[src/rtl/serial_add_pkg.sv]
// Shared definitions for the bit-serial adder scheduler: FSM states,
// requester id width and the legal operand width range.
package serial_add_pkg;

    typedef enum logic [1:0] {
        ST_IDLE = 2'd0,
        ST_RUN  = 2'd1,
        ST_DONE = 2'd2
    } state_e;

    localparam int ID_W      = 1;
    localparam int WIDTH_MIN = 1;
    localparam int WIDTH_MAX = 8;

endpackage

[src/rtl/serial_add_cell.sv]
// One-bit full adder built from two cascaded half-adder stages; shared by
// both requesters through the scheduler.
module serial_add_cell (
    input  logic a,
    input  logic b,
    input  logic cin,
    output logic s,
    output logic cout
);

    logic p, g1, g2;

    always_comb begin
        p    = a ^ b;
        g1   = a & b;
        s    = p ^ cin;
        g2   = p & cin;
        cout = g1 | g2;
    end

endmodule

[src/rtl/serial_add_sched.sv]
// Round-robin scheduler feeding two requesters' operand pairs LSB-first
// through a single shared 1-bit adder cell; returns a WIDTH+1-bit sum.
module serial_add_sched
    import serial_add_pkg::*;
#(
    parameter int WIDTH = 4
) (
    input  logic             clk,
    input  logic             rst,
    input  logic             req0_valid,
    output logic             req0_ready,
    input  logic [WIDTH-1:0] req0_a,
    input  logic [WIDTH-1:0] req0_b,
    input  logic             req1_valid,
    output logic             req1_ready,
    input  logic [WIDTH-1:0] req1_a,
    input  logic [WIDTH-1:0] req1_b,
    output logic             res_valid,
    input  logic             res_ready,
    output logic [WIDTH:0]   res_sum,
    output logic             res_id,
    output logic             busy
);

    localparam int CNT_W = $clog2(WIDTH + 1);

    state_e            state_q, state_d;
    logic [WIDTH-1:0]  a_q, a_d, b_q, b_d;
    logic [WIDTH:0]    sum_q, sum_d;
    logic              carry_q, carry_d;
    logic [CNT_W-1:0]  cnt_q, cnt_d;
    logic [ID_W-1:0]   id_q, id_d;
    logic              last_q, last_d;

    logic              grant0, grant1;
    logic              cell_s, cell_c;
    logic [WIDTH-1:0]  sum_lo;

    serial_add_cell u_cell (
        .a    (a_q[0]),
        .b    (b_q[0]),
        .cin  (carry_q),
        .s    (cell_s),
        .cout (cell_c)
    );

    // last_q holds the id granted most recently; on a tie the other one wins
    always_comb begin
        grant0     = req0_valid & (~req1_valid | last_q);
        grant1     = req1_valid & (~req0_valid | ~last_q);
        req0_ready = (state_q == ST_IDLE) & grant0;
        req1_ready = (state_q == ST_IDLE) & grant1;
        res_valid  = (state_q == ST_DONE);
        busy       = (state_q != ST_IDLE);
        res_sum    = sum_q;
        res_id     = id_q;
    end

    always_comb begin
        state_d = state_q;
        a_d     = a_q;
        b_d     = b_q;
        sum_d   = sum_q;
        carry_d = carry_q;
        cnt_d   = cnt_q;
        id_d    = id_q;
        last_d  = last_q;

        sum_lo            = sum_q[WIDTH-1:0] >> 1;
        sum_lo[WIDTH-1]   = cell_s;

        case (state_q)
            ST_IDLE: begin
                if (grant0 | grant1) begin
                    a_d     = grant1 ? req1_a : req0_a;
                    b_d     = grant1 ? req1_b : req0_b;
                    sum_d   = '0;
                    carry_d = 1'b0;
                    cnt_d   = '0;
                    id_d    = grant1;
                    last_d  = grant1;
                    state_d = ST_RUN;
                end
            end
            ST_RUN: begin
                a_d               = a_q >> 1;
                b_d               = b_q >> 1;
                carry_d           = cell_c;
                cnt_d             = cnt_q + CNT_W'(1);
                sum_d[WIDTH-1:0]  = sum_lo;
                if (cnt_q == CNT_W'(WIDTH - 1)) begin
                    sum_d[WIDTH] = cell_c;
                    state_d      = ST_DONE;
                end
            end
            ST_DONE: begin
                if (res_ready) state_d = ST_IDLE;
            end
            default: state_d = ST_IDLE;
        endcase
    end

    always_ff @(posedge clk) begin
        if (rst) begin
            state_q <= ST_IDLE;
            a_q     <= '0;
            b_q     <= '0;
            sum_q   <= '0;
            carry_q <= 1'b0;
            cnt_q   <= '0;
            id_q    <= '0;
            last_q  <= 1'b1;
        end else begin
            state_q <= state_d;
            a_q     <= a_d;
            b_q     <= b_d;
            sum_q   <= sum_d;
            carry_q <= carry_d;
            cnt_q   <= cnt_d;
            id_q    <= id_d;
            last_q  <= last_d;
        end
    end

endmodule

[config.mk]
export PLATFORM = sky130hd
export DESIGN_NAME = serial_add_sched
export DESIGN_NICKNAME = d
export VERILOG_FILES = /design/src/rtl/serial_add_pkg.sv /design/src/rtl/serial_add_cell.sv /design/src/rtl/serial_add_sched.sv
export SDC_FILE = /design/constraint.sdc
export NUM_CORES = 1
export LEC_CHECK = 0
export BUFFER_PORTS_ARGS = -buffer_cell sky130_fd_sc_hd__buf_2
export CAP_MARGIN = 20
export CORE_UTILIZATION = 45
export DETAILED_ROUTE_END_ITERATION = 8
export GPL_TIMING_DRIVEN = 1
export PLACE_DENSITY_LB_ADDON = 0.15
export SYNTH_ARGS = -nofsm -noshare
export SYNTH_HDL_FRONTEND = slang
export SYNTH_SLANG_ARGS = --single-unit
[constraint.sdc]
create_clock -name clk -period 1.9 [get_ports clk]
set_input_delay 0.475 -clock clk [delete_from_list [all_inputs] [get_ports clk]]
set_output_delay 0.475 -clock clk [all_outputs]
set_load 0.1 [all_outputs]
==> flow_metrics.env, run 1 <==
export IMPL_outcome="finished clean"
export IMPL_clockBufferDepth=2
export IMPL_dpl_cell_area_mm2=0.00123
export IMPL_ys_seq_area_share_pct=40.6
export IMPL_drv_slew=0
export IMPL_n_antenna_cell=0
export IMPL_syn2layout_area_growth_pct=22.4
export IMPL_antenna_found_initial=0
export IMPL_die_w_um=50.0
export IMPL_finalSetupTns_ns=0
export IMPL_synth_area_leaders="dfxtp_1, nor2_1, o21ai_1, a22oi_1, a32o_1"
export IMPL_syn_inst=114
export IMPL_drive_above_1_share_pct=32.9
export IMPL_path_class="reg -> out"
export IMPL_clkSlewWorstSetupHoldPaths_ns=0.10
export IMPL_wl_per_cell_um=11.5
export IMPL_insertion_delay_ns=0.30
export IMPL_synth_seq_cells=21
export IMPL_hold_class="in -> reg"
export IMPL_hold_end="b_q[3]"
export IMPL_synth_top_cells_by_count="dfxtp_1, nor2_1, o21ai_1, a22oi_1, or2b_1"
export IMPL_drc=0
export IMPL_die_h_um=50.0
export IMPL_crit_arrival_ns=1.33
export IMPL_port_buffers=30
export IMPL_fmax_mhz=553
export IMPL_post_dp_hpwl_um=1490
export IMPL_grt_start_max_net_pins=21
export IMPL_drt_iter0_markers=12
export IMPL_synth_cell_types=35
export IMPL_postSynthAreaPerCell_um2=9.08
export IMPL_rows=16
export IMPL_grt_pass1_vias=801
export IMPL_ys_flop_type="dfxtp_1"
export IMPL_gr_total_overflow=0
export IMPL_grt_pass1_wl_um=3350
export IMPL_worst_slack_ns=0.0914
export IMPL_dp_cells=166
export IMPL_hold_viol=0
export IMPL_reg2regPathDepth=4
export IMPL_htree_levels=1
export IMPL_ys_warn_count=0
export IMPL_synth_top_cell_area_share_pct=40.6
export IMPL_relSlewSlack_pct=65.8
export IMPL_ant_nets=0
export IMPL_cp_cell_sequence="nor2_4, nand2_1, a21oi_4, buf_12"
export IMPL_rr_endpoint="a_q[0]"
export IMPL_holdPathStages=3
export IMPL_vdd_drop_max_mv=0.492
export IMPL_viasPerCell=5.24
export IMPL_rrSetupSlack_ns=0.56
export IMPL_cts_made_buffers=3
export IMPL_ys_async_sr_fraction_pct=0
export IMPL_synth_edff_count=0
export IMPL_power_mw=0.917
export IMPL_drv_cap=0
export IMPL_cp_max_fo=12
export IMPL_skew_ns=0.00933
export IMPL_fin_crit_ns=1.81
export IMPL_track_usage_pct=17.8
export IMPL_synth_top_area_cell="dfxtp_1"
export IMPL_setup_viol=0
export IMPL_vias=891
export IMPL_pwr_density_cell_mw_per_mm2=724
export IMPL_hold_path_startpoint="req0_b[3]"
export IMPL_r2r_start="state_q[0]"
export IMPL_wl_um=1960
export IMPL_cp_data_required_time_ns=1.42
export IMPL_syn_nets=138
export IMPL_netlist_area_mm2=0.00103
export IMPL_crit_slowest_cell="dfxtp_4"
export IMPL_yosysMostFrequentCell="dfxtp_1"
export IMPL_gp_congestion=0.723
export IMPL_tightest_slew_ns=0.510
export IMPL_cp_start_kind="register"
export IMPL_start_util_pct=50.2
export IMPL_finalCritPeriodShare_pct=95.2
export IMPL_end_kind="primary output"
export IMPL_cts_root_buf="clkbuf_4"
export IMPL_fin_area_mm2=0.00127
export IMPL_core_region_area_mm2=0.00206
export IMPL_leakage_nw=0.559
export IMPL_cts_hold_buffers=0
export IMPL_rsz0062_at_grt="no"
export IMPL_tritoncts="yes"
export IMPL_place_ws_ns=0.240
export IMPL_cpPeakStageDelay_ns=0.40
export IMPL_clock_sinks=21
export IMPL_die_area_mm2=0.00250
export IMPL_finalNetCount=168
export IMPL_num_fill_cells=194
export IMPL_drt_pass1_iter_count=4
export IMPL_final_cells=170
export IMPL_io_pins=31
cell usage in the layout (no fill, tap or decap), types with 2 or more instances in the layout:
cell type   n
buf_4       3
nand2_1     3
mux2i_1     2
a22oi_1     7
or2b_1      6
nor2_1     19
a32o_1      5
dfxtp_1    19
o2bb2ai_1   2
buf_2      26
ha_1        2
buf_12      3
o21ai_1    11
inv_1       5
clkbuf_4    3
a21oi_1     4
what timing repair did:
item	in CTS	in global routing
gates resized for setup	2	2
buffers inserted	0	0
endpoints found under the setup margin	2	1
layout make-up:
| class | instances | area, um^2 | share of cell area (%) |
|---|---|---|---|
| Inverter | 6 | 22.5 | 1.78 |
| Multi-Input combinational cell | 80 | 546 | 43.1 |
| Clock buffer | 4 | 26.3 | 2.08 |
| Timing Repair Buffer | 32 | 213 | 16.8 |
| Sequential cell | 21 | 425 | 33.6 |
| Tap cell | 27 | 33.8 | 2.67 |
power breakdown:
group          internal, mW  switching (mW)
sequential            0.465          0.0195
combinational        0.0890           0.135
clock                0.0816           0.126
worst max-delay path by stage:
| stage | slack, ns | endpoint | depth (start not counted) | startpoint |
|---|---|---|---|---|
| detailed placement | 0.24 | req1_ready | 4 | req1_valid |
| global placement | 0.26 | req1_ready | 4 | req1_valid |
| CTS | 0.06 | req0_ready | 4 | state_q[1] |
| global route | 0.008 | req0_ready | 4 | state_q[0] |
| finish | 0.09 | req0_ready | 4 | state_q[0] |
| floorplan | 0.13 | req1_ready | 3 | req1_valid |
cells by family (layout without fill, tap and decap cells):
| logic type | after synthesis | count (layout) | synth area share (%) |
|---|---|---|---|
| compound gates | 37 | 37 | 25.9 |
| fa+ha+maj | 3 | 3 | 4.35 |
| simple gates | 38 | 38 | 19.5 |
| buf+inv | 13 | 42 | 7.74 |
| flops | 21 | 21 | 40.6 |
| mux | 2 | 2 | 1.93 |
flip-flops by register name, summed over array words and instances, names as in the netlist:
register,cells
res_sum,5
a_q,4
b_q,4
cnt_q,3
state_q,2
carry_q,1
last_q,1
res_id,1
critical path: cells and delay by family, from the launching register on:
kind / cells / cell delay (ns)
buffers and inverters: 1 / 0.19
AND/OR/NAND/NOR: 2 / 0.29
flip-flops: 1 / 0.40
AO/OA/AOI/OAI: 1 / 0.16
per-layer routing:
layer  vias to the layer above  wire [um]  track usage, %
li1                        463          -               -
met1                       403        873            21.4
met2                        23        974            30.2
met3                         2         91            4.32
met4                         0         15            7.14
met5                         -          0               0
stage by stage:
stage | utilization (%) | hold slack (ns)
after floorplan | - | 0.427
after global placement | 59.8 | 0.445
after detailed placement | 59.8 | 0.446
after CTS | 61.2 | 0.450
after global routing | 61.4 | 0.462
final | 61.4 | 0.459
(Power assumes the default switching activity.)
==> run 2: changes to the inputs <==
--- a/config.mk
+++ b/config.mk
@@ -10,7 +10,9 @@
 export CORE_UTILIZATION = 45
 export DETAILED_ROUTE_END_ITERATION = 8
 export GPL_TIMING_DRIVEN = 1
+export MAX_ROUTING_LAYER = met4
 export PLACE_DENSITY_LB_ADDON = 0.15
 export SYNTH_ARGS = -nofsm -noshare
 export SYNTH_HDL_FRONTEND = slang
+export SYNTH_HIERARCHICAL = 1
 export SYNTH_SLANG_ARGS = --single-unit
==> flow_metrics.env, run 2 <==
export IMPL_cp_num_buf_inv=1
export IMPL_synth_area_leaders="dfxtp_1, o32ai_1, nor3_1, a21oi_1, o21ai_0"
export IMPL_cp_start_kind="register"
export IMPL_num_fill_cells=205
export IMPL_hold_viol=0
export IMPL_gp_congestion=0.745
export IMPL_synth_top_area_cell="dfxtp_1"
export IMPL_wl_per_cell_um=13.2
export IMPL_wl_um=2450
export IMPL_synth_mux_area_share_pct=1.91
export IMPL_finalSetupTns_ns=0
export IMPL_cp_data_required_time_ns=1.42
export IMPL_cts_root_buf="clkbuf_4"
export IMPL_grt_pass1_wl_um=4210
export IMPL_setup_viol=0
export IMPL_rsz0062_at_grt="no"
export IMPL_ys_seq_area_share_pct=40.1
export IMPL_drv_slew=0
export IMPL_synth_top_family_by_area="simple AND/OR/NAND/NOR gates"
export IMPL_syn_inst=126
export IMPL_die_w_um=50.2
export IMPL_clockBufferDepth=2
export IMPL_worstSetupStartpoint="state_q[0]"
export IMPL_synth_seq_cells=21
export IMPL_fmax_mhz=540
export IMPL_power_mw=0.990
export IMPL_layout_common_cells="buf_2, dfxtp_1, nor3_1"
export IMPL_track_usage_pct=22.6
export IMPL_hold_end="state_q[1]"
export IMPL_cpPeakStageDelay_ns=0.41
export IMPL_yosysMostFrequentCell="dfxtp_1"
export IMPL_reg2regPathDepth=5
export IMPL_fin_area_mm2=0.00135
export IMPL_critical_path_top_delay_family="simple AND/OR/NAND/NOR gates"
export IMPL_r2r_start="state_q[0]"
export IMPL_synth_compound_area_share_pct=21.3
export IMPL_drt_pass1_iter_count=4
export IMPL_cp_cell_sequence="or3b_4, nor2_4, buf_12"
export IMPL_core_region_area_mm2=0.00221
export IMPL_path_class="reg -> out"
export IMPL_ys_flop_type="dfxtp_1"
export IMPL_htree_levels=1
export IMPL_dpl_cell_area_mm2=0.00132
export IMPL_ys_warn_count=6
export IMPL_syn_nets=150
export IMPL_final_cells=186
export IMPL_met3_length_um=106
export IMPL_wl_met2_um=1230
export IMPL_synth_top_cells_by_count="dfxtp_1, nor3_1, a21oi_1, inv_1"
export IMPL_worst_slack_ns=0.0488
export IMPL_fin_crit_ns=1.85
export IMPL_largest_reg_flops=5
export IMPL_syn2layout_area_growth_pct=28.9
export IMPL_holdPathStages=3
export IMPL_viasPerCell=5.38
export IMPL_cts_setup_buffers=0
export IMPL_vdd_drop_max_mv=0.620
export IMPL_pwr_density_cell_mw_per_mm2=734
export IMPL_tritoncts="yes"
export IMPL_insertion_delay_ns=0.31
export IMPL_grt_pass1_vias=953
export IMPL_dp_cells=182
export IMPL_synth_fa_ha_area_share_pct=4.30
export IMPL_n_antenna_cell=0
export IMPL_tightest_slew_ns=0.590
export IMPL_synth_top_cell_area_share_pct=40.1
export IMPL_crit_arrival_ns=1.38
export IMPL_die_h_um=50.2
export IMPL_crit_slowest_cell="or3b_4"
export IMPL_ant_nets=0
export IMPL_grt_start_max_net_pins=18
export IMPL_gr_total_overflow=0
export IMPL_clock_sinks=21
export IMPL_netlist_area_mm2=0.00105
export IMPL_rr_endpoint="cnt_q[0]"
export IMPL_whs_ns=0.431
export IMPL_outcome="finished clean"
export IMPL_post_dp_hpwl_um=1860
export IMPL_io_pins=31
export IMPL_clkSlewWorstSetupHoldPaths_ns=0.12
export IMPL_port_buffers=30
export IMPL_synth_simple_area_share_pct=25.1
export IMPL_relSlewSlack_pct=60.6
export IMPL_vias=1000
export IMPL_die_area_mm2=0.00252
export IMPL_end_kind="primary output"
export IMPL_synth_cell_types=30
export IMPL_finalNetCount=183
export IMPL_final_common_cell="buf_2"
export IMPL_drc=0
export IMPL_postSynthAreaPerCell_um2=8.31
export IMPL_rows=17
export IMPL_place_ws_ns=0.107
export IMPL_ys_async_sr_fraction_pct=0
export IMPL_cp_max_fo=3
export IMPL_final_core_util_pct=61.0
export IMPL_cts_made_buffers=3
export IMPL_antenna_found_initial=0
export IMPL_synth_xor_area_share_pct=0
export IMPL_highest_layer="met4"
export IMPL_drt_iter0_markers=19
export IMPL_drive_above_1_share_pct=31.6
export IMPL_start_util_pct=47.3
export IMPL_wl_met1_um=1080
export IMPL_finalCritPeriodShare_pct=97.4
export IMPL_synth_edff_count=0
export IMPL_hold_path_startpoint="res_ready"
export IMPL_skew_ns=0.00633
export IMPL_drv_cap=0
export IMPL_rrSetupSlack_ns=0.30
export IMPL_cts_hold_buffers=0
export IMPL_leakage_nw=0.570
export IMPL_hold_class="in -> reg"
==> run 2: cell count changes after synthesis, sizes merged, moves of 4 or more <==
cell,change
a21oi,+5
a22oi,-6
a32o,-5
inv,+4
nand2b,+6
nand3,+6
nor2,-13
nor3,+11
o21ai,-4
o32ai,+8
==> run 2: worst max-delay path by stage <==
stage / endpoint / cells after the start
6_report: req0_ready / 3
5_1_grt: req0_ready / 3
4_1_cts: req0_ready / 3
3_5_place_dp: req0_ready / 4
3_3_place_gp: req0_ready / 4
2_1_floorplan: req1_ready / 4
==> run 2: cell type report <==
| class | instances | area [um^2] | share of cell area (%) |
|---|---|---|---|
| multi-input cells | 87 | 573 | 42.4 |
| well taps | 28 | 35.0 | 2.60 |
| inverters | 10 | 37.5 | 2.78 |
| repair buffers | 36 | 255 | 18.9 |
| clock inverters | 1 | 5.00 | 0.371 |
| flip-flops and latches | 21 | 422 | 31.2 |
| clock buffers | 3 | 22.5 | 1.67 |
==> run 2: power by group <==
| group | total [mW] | leakage, nW | switching, mW | internal (mW) |
|---|---|---|---|---|
| registers | 0.489 | 0.173 | 0.0187 | 0.470 |
| clock network | 0.219 | 0.0177 | 0.140 | 0.0788 |
| logic | 0.282 | 0.380 | 0.174 | 0.108 |
| total | 0.990 | 0.570 | 0.333 | 0.658 |
==> run 2: repair_timing <==
item	CTS	global route
setup endpoints to repair	1	2
resized for setup	1	2
pin swaps	0	1
==> run 2: cell families (layout without fill, tap and decap cells) <==
logic type	after synthesis	count (layout)
AO/OA/AOI/OAI	33	33
adder cells (fa/ha/maj)	3	3
buffers and inverters	18	50
flip-flops	21	21
multiplexers	2	2
AND/OR/NAND/NOR	49	49
==> run 2: layer usage <==
| layer | vias up | global-route usage (%) |
|---|---|---|
| li1 | 514 | - |
| met1 | 454 | 28.0 |
| met2 | 28 | 36.0 |
| met3 | 4 | 2.12 |
| met4 | 0 | 12.4 |
| met5 | - | - |
==> run 2: worst register-to-register path: cells and delay by family (launching register included) <==
kind | cells | cell delay, ns
and+or+nand+nor | 2 | 0.46
AOI/OAI and AO/OA | 1 | 0.21
DFF | 1 | 0.40
buffers and inverters | 2 | 0.45
